===== config.mk =====
export PLATFORM = sky130hd
export DESIGN_NAME = axi4_lite_reg_slave
export DESIGN_NICKNAME = d
export VERILOG_FILES = /design/src/rtl/axi4_lite_pkg.sv /design/src/rtl/axi4_lite_reg_array.sv /design/src/rtl/axi4_lite_reg_slave.sv
export SDC_FILE = /design/constraint.sdc
export NUM_CORES = 1
export LEC_CHECK = 0
export CAP_MARGIN = 20
export CORE_ASPECT_RATIO = 1.75
export CORE_MARGIN = 2
export CORE_UTILIZATION = 53
export DETAILED_ROUTE_END_ITERATION = 7
export GPL_TIMING_DRIVEN = 0
export PLACE_DENSITY = 0.83
export SETUP_SLACK_MARGIN = 0.15
export SLEW_MARGIN = 10
export SYNTH_ARGS = -nofsm -noshare
export SYNTH_HDL_FRONTEND = slang
export SYNTH_SLANG_ARGS = --single-unit

===== constraint.sdc =====
create_clock -name ACLK -period 3.9 [get_ports ACLK]
set_input_delay 0.78 -clock ACLK [delete_from_list [all_inputs] [get_ports ACLK]]
set_output_delay 0.78 -clock ACLK [all_outputs]
set_load 0.01 [all_outputs]

===== src/rtl/axi4_lite_pkg.sv =====
// Shared response codes and channel FSM state encodings for the AXI4-Lite register slave.
package axi4_lite_pkg;

    localparam logic [1:0] RESP_OKAY   = 2'b00;
    localparam logic [1:0] RESP_SLVERR = 2'b10;

    typedef enum logic [1:0] {
        W_IDLE,
        W_ADDR,
        W_DATA,
        W_RESP
    } wr_state_t;

    typedef enum logic {
        R_IDLE,
        R_RESP
    } rd_state_t;

endpackage


===== src/rtl/axi4_lite_reg_array.sv =====
// Register storage with a strobe-merged write port and one combinational read port.
// Index 0 is a read-only ID; writes land one cycle after i_we, reads are same-cycle.
module axi4_lite_reg_array
    import axi4_lite_pkg::*;
#(
    parameter int          data_width = 32,
    parameter int          strb_width = data_width / 8,
    parameter int          num_regs   = 16,
    parameter logic [31:0] id_value   = 32'h53494D42,
    parameter int          idx_w      = $clog2(num_regs)
) (
    input  logic                  i_clk,
    input  logic                  i_rst,
    input  logic                  i_we,
    input  logic [idx_w-1:0]      i_widx,
    input  logic [data_width-1:0] i_wdata,
    input  logic [strb_width-1:0] i_wstrb,
    input  logic [idx_w-1:0]      i_ridx,
    output logic [data_width-1:0] o_rdata
);

    localparam logic [data_width-1:0] ID_EXT = data_width'(id_value);

    logic [data_width-1:0] r_regs [num_regs];

    always_ff @(posedge i_clk) begin
        if (i_rst) begin
            for (int i = 0; i < num_regs; i++) begin
                r_regs[i] <= '0;
            end
        end else if (i_we && (i_widx != '0)) begin
            for (int b = 0; b < strb_width; b++) begin
                if (i_wstrb[b]) begin
                    r_regs[i_widx][b*8 +: 8] <= i_wdata[b*8 +: 8];
                end
            end
        end
    end

    // Slot 0 is never written, so the ID is substituted on the read side.
    always_comb begin
        o_rdata = r_regs[i_ridx];
        if (i_ridx == '0) begin
            o_rdata = ID_EXT;
        end
    end

endmodule


===== src/rtl/axi4_lite_reg_slave.sv =====
// AXI4-Lite register slave: one outstanding write and one outstanding read on independent channels.
// Response appears the cycle after the completing handshake and holds until BREADY/RREADY.
module axi4_lite_reg_slave
    import axi4_lite_pkg::*;
#(
    parameter int          data_width = 32,
    parameter int          addr_width = 32,
    parameter int          strb_width = data_width / 8,
    parameter int          num_regs   = 16,
    parameter logic [31:0] id_value   = 32'h53494D42
) (
    input  logic                  ACLK,
    input  logic                  ARESET,
    input  logic                  AWVALID,
    output logic                  AWREADY,
    input  logic [addr_width-1:0] AWADDR,
    input  logic [2:0]            AWPROT,
    input  logic                  WVALID,
    output logic                  WREADY,
    input  logic [data_width-1:0] WDATA,
    input  logic [strb_width-1:0] WSTRB,
    output logic                  BVALID,
    input  logic                  BREADY,
    output logic [1:0]            BRESP,
    input  logic                  ARVALID,
    output logic                  ARREADY,
    input  logic [addr_width-1:0] ARADDR,
    input  logic [2:0]            ARPROT,
    output logic                  RVALID,
    input  logic                  RREADY,
    output logic [data_width-1:0] RDATA,
    output logic [1:0]            RRESP
);

    localparam int OFFS_W = $clog2(strb_width);
    localparam int IDX_W  = $clog2(num_regs);
    localparam logic [addr_width-1:0] ADDR_LIMIT = addr_width'(num_regs * strb_width);

    wr_state_t r_wstate, w_wstate_nxt;
    rd_state_t r_rstate, w_rstate_nxt;

    logic [IDX_W-1:0]      r_aw_idx;
    logic                  r_aw_oor;
    logic [data_width-1:0] r_wdata;
    logic [strb_width-1:0] r_wstrb;
    logic [1:0]            r_bresp;
    logic [data_width-1:0] r_rdata;
    logic [1:0]            r_rresp;

    logic                  w_aw_hs, w_w_hs, w_ar_hs;
    logic [IDX_W-1:0]      w_aw_idx, w_ar_idx, w_c_idx;
    logic                  w_aw_oor, w_ar_oor, w_c_oor;
    logic [data_width-1:0] w_c_data, w_arr_rdata;
    logic [strb_width-1:0] w_c_strb;
    logic                  w_commit;
    logic                  w_unused_ok;

    assign w_unused_ok = ^{AWPROT, ARPROT, AWADDR, ARADDR};

    assign w_aw_idx = AWADDR[OFFS_W +: IDX_W];
    assign w_ar_idx = ARADDR[OFFS_W +: IDX_W];
    assign w_aw_oor = (AWADDR >= ADDR_LIMIT);
    assign w_ar_oor = (ARADDR >= ADDR_LIMIT);

    assign AWREADY = !ARESET && ((r_wstate == W_IDLE) || (r_wstate == W_DATA));
    assign WREADY  = !ARESET && ((r_wstate == W_IDLE) || (r_wstate == W_ADDR));
    assign ARREADY = !ARESET && (r_rstate == R_IDLE);

    assign w_aw_hs = AWVALID && AWREADY;
    assign w_w_hs  = WVALID && WREADY;
    assign w_ar_hs = ARVALID && ARREADY;

    assign BVALID = (r_wstate == W_RESP);
    assign BRESP  = r_bresp;
    assign RVALID = (r_rstate == R_RESP);
    assign RDATA  = r_rdata;
    assign RRESP  = r_rresp;

    // Whichever half arrived first comes from the holding registers, the other from the bus.
    assign w_c_idx  = (r_wstate == W_ADDR) ? r_aw_idx : w_aw_idx;
    assign w_c_oor  = (r_wstate == W_ADDR) ? r_aw_oor : w_aw_oor;
    assign w_c_data = (r_wstate == W_DATA) ? r_wdata  : WDATA;
    assign w_c_strb = (r_wstate == W_DATA) ? r_wstrb  : WSTRB;

    always_comb begin
        w_wstate_nxt = r_wstate;
        w_commit     = 1'b0;
        case (r_wstate)
            W_IDLE: begin
                if (w_aw_hs && w_w_hs) begin
                    w_commit     = 1'b1;
                    w_wstate_nxt = W_RESP;
                end else if (w_aw_hs) begin
                    w_wstate_nxt = W_ADDR;
                end else if (w_w_hs) begin
                    w_wstate_nxt = W_DATA;
                end
            end
            W_ADDR: begin
                if (w_w_hs) begin
                    w_commit     = 1'b1;
                    w_wstate_nxt = W_RESP;
                end
            end
            W_DATA: begin
                if (w_aw_hs) begin
                    w_commit     = 1'b1;
                    w_wstate_nxt = W_RESP;
                end
            end
            W_RESP: begin
                if (BREADY) begin
                    w_wstate_nxt = W_IDLE;
                end
            end
            default: w_wstate_nxt = W_IDLE;
        endcase
    end

    always_ff @(posedge ACLK) begin
        if (ARESET) begin
            r_wstate <= W_IDLE;
        end else begin
            r_wstate <= w_wstate_nxt;
        end
    end

    always_ff @(posedge ACLK) begin
        if (ARESET) begin
            r_aw_idx <= '0;
            r_aw_oor <= 1'b0;
            r_wdata  <= '0;
            r_wstrb  <= '0;
            r_bresp  <= RESP_OKAY;
        end else begin
            if (w_aw_hs) begin
                r_aw_idx <= w_aw_idx;
                r_aw_oor <= w_aw_oor;
            end
            if (w_w_hs) begin
                r_wdata <= WDATA;
                r_wstrb <= WSTRB;
            end
            if (w_commit) begin
                r_bresp <= w_c_oor ? RESP_SLVERR : RESP_OKAY;
            end
        end
    end

    always_comb begin
        w_rstate_nxt = r_rstate;
        case (r_rstate)
            R_IDLE:  if (w_ar_hs) w_rstate_nxt = R_RESP;
            R_RESP:  if (RREADY)  w_rstate_nxt = R_IDLE;
            default: w_rstate_nxt = R_IDLE;
        endcase
    end

    always_ff @(posedge ACLK) begin
        if (ARESET) begin
            r_rstate <= R_IDLE;
        end else begin
            r_rstate <= w_rstate_nxt;
        end
    end

    // The array read port sees pre-edge contents, so a colliding write is not visible yet.
    always_ff @(posedge ACLK) begin
        if (ARESET) begin
            r_rdata <= '0;
            r_rresp <= RESP_OKAY;
        end else if (w_ar_hs) begin
            r_rdata <= w_ar_oor ? '0 : w_arr_rdata;
            r_rresp <= w_ar_oor ? RESP_SLVERR : RESP_OKAY;
        end
    end

    axi4_lite_reg_array #(
        .data_width (data_width),
        .strb_width (strb_width),
        .num_regs   (num_regs),
        .id_value   (id_value),
        .idx_w      (IDX_W)
    ) u_reg_array (
        .i_clk   (ACLK),
        .i_rst   (ARESET),
        .i_we    (w_commit && !w_c_oor),
        .i_widx  (w_c_idx),
        .i_wdata (w_c_data),
        .i_wstrb (w_c_strb),
        .i_ridx  (w_ar_idx),
        .o_rdata (w_arr_rdata)
    );

endmodule


==> impl_metrics.py <==
metrics = {
    "outcome": {
        "outcome": "finished with violations",
        "violations": "design-rule violations",
    },
    "grt": {
        "grt_start_max_net_pins": 20,
        "overflow": 0,
        "antenna_found_initial": 4,
        "first_global_vias": 23200,
        "grt_use_total_pct": 42.9,
        "grt_first_pass_wirelength_mm": 161,
    },
    "yosys": {
        "synth_top_area_share_pct": 54.3,
        "synth-edff-count": 499,
        "synth-seq-area-share_pct": 59.9,
        "synth_top_area_cell": "edfxtp_1",
        "async_reset_ff_share_pct": 0,
        "avgSynthCellArea_sq_um": 12.7,
        "synth.most_common_cell": "edfxtp_1",
        "synth-seq-cells": 577,
        "yosys-top-cells-area": "edfxtp_1, mux4_2, nor4_1",
        "synth_common_cells": "edfxtp_1, nor4_1, nand2_1, clkbuf_1, mux4_2",
        "ys.flop_type": "edfxtp_1",
        "syn-cell-area_sq_um": 27600,
        "ys_types": 48,
        "synthCells": 2182,
        "yosys_warnings": 0,
    },
    "routing": {
        "ant_nets": 0,
        "drc": 1,
        "dr.pass1.iters": 8,
        "viasPerCell": 7.29,
        "num_vias": 22800,
        "drt_iter0_drc": 3352,
        "drt_wl_total_mm": 115,
        "wl_per_cell_microns": 36.7,
    },
    "clock_network": {
        "hold_buffers": 0,
        "cts_tree": "built",
        "clk_pin_slew_ns": 0.07,
        "clk_latency_ns": 0.62,
        "cts_sinks": 577,
        "cts_made_buffers": 52,
        "htree_num_levels": 2,
        "clockBufferDepth": 3,
        "cts_root_buf": "clkbuf_16",
    },
    "worst_setup_path": {
        "cp.arrival_ns": 4.16,
        "ff2ff_setup_slack_ns": 0.05,
        "end_kind": "flop",
        "worstSetupPathType": "reg2reg",
        "cp.required_ns": 4.21,
        "rr_worst_depth": 9,
        "crit_path_max_fanout": 10,
        "worst_setup_path_start_kind": "flop",
    },
    "sta": {
        "fmax_mhz": 260,
        "fin_tns_setup_ns": 0,
        "period_needed_ns": 3.85,
        "finClkSkew_ns": 0.0178,
        "finalSetupViolCount": 0,
        "hold_viol_final": 0,
        "slew_viol_final": 0,
        "rsz0062_at_grt": "true",
        "holdWs_ns": 0.474,
        "period_share_pct": 98.6,
        "slew_headroom_pct": 13.0,
        "tightest_slew_ns": 1.31,
    },
    "die": {
        "dieHeight_microns": 306,
        "die_w_microns": 177,
        "ios": 154,
        "start_util_pct": 53.6,
        "fp.dieArea_sq_um": 54000,
        "core-area_sq_um": 51500,
        "placementRows": 110,
    },
    "finish": {
        "finalNetCount": 2528,
        "fillerInstances": 4007,
        "layout-drive-gt1-share_pct": 13.2,
        "final_core_util_pct": 62.0,
        "regArea_sq_um": 16500,
        "multi_input_area_sq_um": 10200,
        "area_delta_synth_final_pct": 15.6,
    },
    "place": {
        "globalplace.congestion": 1.05,
        "placement.io_buffers": 137,
        "dp_hpwl_mm": 86.1,
    },
    "worst_hold_path": {
        "holdPathStages": 2,
        "hp-class": "reg2reg",
    },
    "power_and_ir_drop": {
        "pwr_density_cell_nw_per_um2": 551,
        "max-vdd-ir-drop_mv": 0.473,
        "power.leakage_nw": 10.4,
    },
    "run": {
        "drv_cap": 0,
    },
}
[what timing repair did]
item	in CTS	in global routing
resized for setup	13	5
buffers inserted	0	0
hold endpoints to repair	0	0
cloned	0	0
endpoints found under the setup margin	69	40
[routing by layer]
layer / track usage, % / vias to the layer above / share of wire, %
met2: 69.6 / 2134 / 48
met5: 0 / - / 0.011
met1: 42.8 / 10900 / 28
met4: 42.8 / 2 / 13
met3: 12.2 / 719 / 12
li1: - / 9062 / -
[worst max-delay path: stages (launching register included)]
cell	delay (ns)
dfxtp_1	0.38
inv_1	0.10
ha_1	0.18
buf_2	0.16
buf_4	0.18
buf_2	0.18
o21ai_1	0.41
clkbuf_1	0.88
nand2_1	0.35
nor4_1	0.71
[final cells by class]
class / count / area share, %
clock inverter: 23 / 0.623
buffer: 252 / 3.25
inverter: 4 / 0.0470
timing repair buffer: 156 / 4.86
clock buffer: 74 / 4.92
antenna: 1 / 0.00784
tap: 672 / 2.63
sequential: 577 / 51.8
multi-input combinational: 1367 / 31.8
[flip-flops by register name, indices dropped and copies added (netlist names)]
name,count
u_reg_array.r_regs,499
r_aw_idx,4
RRESP,1
RVALID,1
BRESP,1
r_wstate,2
r_wdata,32
r_wstrb,4
RDATA,32
r_aw_oor,1
[where the power goes]
group          internal (mW)  total, mW  switching (mW)
combinational           1.05       5.05            4.00
sequential              6.98       7.11           0.130
clock                   2.96       5.45            2.49
[cells in the final DEF, fill, tap and decap left out, types with 26 or more instances in the layout]
| cell type | count |
|---|---|
| buf_2 | 58 |
| buf_1 | 26 |
| mux4_2 | 112 |
| clkbuf_16 | 57 |
| nor4b_1 | 50 |
| clkbuf_1 | 171 |
| a22oi_1 | 38 |
| nor4_1 | 348 |
| edfxtp_1 | 499 |
| a21o_1 | 39 |
| dfxtp_1 | 78 |
| nor2_1 | 89 |
| nand2_1 | 277 |
| a22o_1 | 29 |
| mux2i_1 | 55 |
| clkdlybuf4s50_1 | 137 |
| nand3_1 | 37 |
| nor3_1 | 43 |
| nand3b_1 | 41 |
[final timing paths]
path,from,end
hold / removal,BRESP[1]$_SDFFE_PP0N_,BRESP[1]$_SDFFE_PP0N_
setup reg to reg,r_wstate[1]$_SDFFE_PP0P_,u_reg_array.r_regs[9][9]$_SDFFCE_PN0P_
setup / recovery,r_wstate[1]$_SDFFE_PP0P_,u_reg_array.r_regs[9][9]$_SDFFCE_PN0P_
hold reg to reg,BRESP[1]$_SDFFE_PP0N_,BRESP[1]$_SDFFE_PP0N_
[per-stage QoR]
step,total power [mW],cell area [sq um],cells,setup slack [ns]
after global routing,17.7,31900,3126,0.0739
final,17.6,31900,3126,0.0545
after floorplan,9.75,27700,2202,0.924
after CTS,17.1,31800,3119,0.158
after global placement,11.8,29900,3011,-0.679
after detailed placement,11.9,30000,3023,-0.739
[cell families (layout without fill, tap and decap cells)]
family / Yosys count / after routing / synth area share, %
AOI/OAI and AO/OA: 198 / 198 / 5.34
muxes: 183 / 183 / 11.8
other: 1 / 22 / 0.0136
DFF: 577 / 577 / 59.9
adders and majority gates: 5 / 5 / 0.227
buffers and inverters: 258 / 509 / 3.82
and+or+nand+nor: 960 / 960 / 18.9
Power figures use the tool's default switching activity.
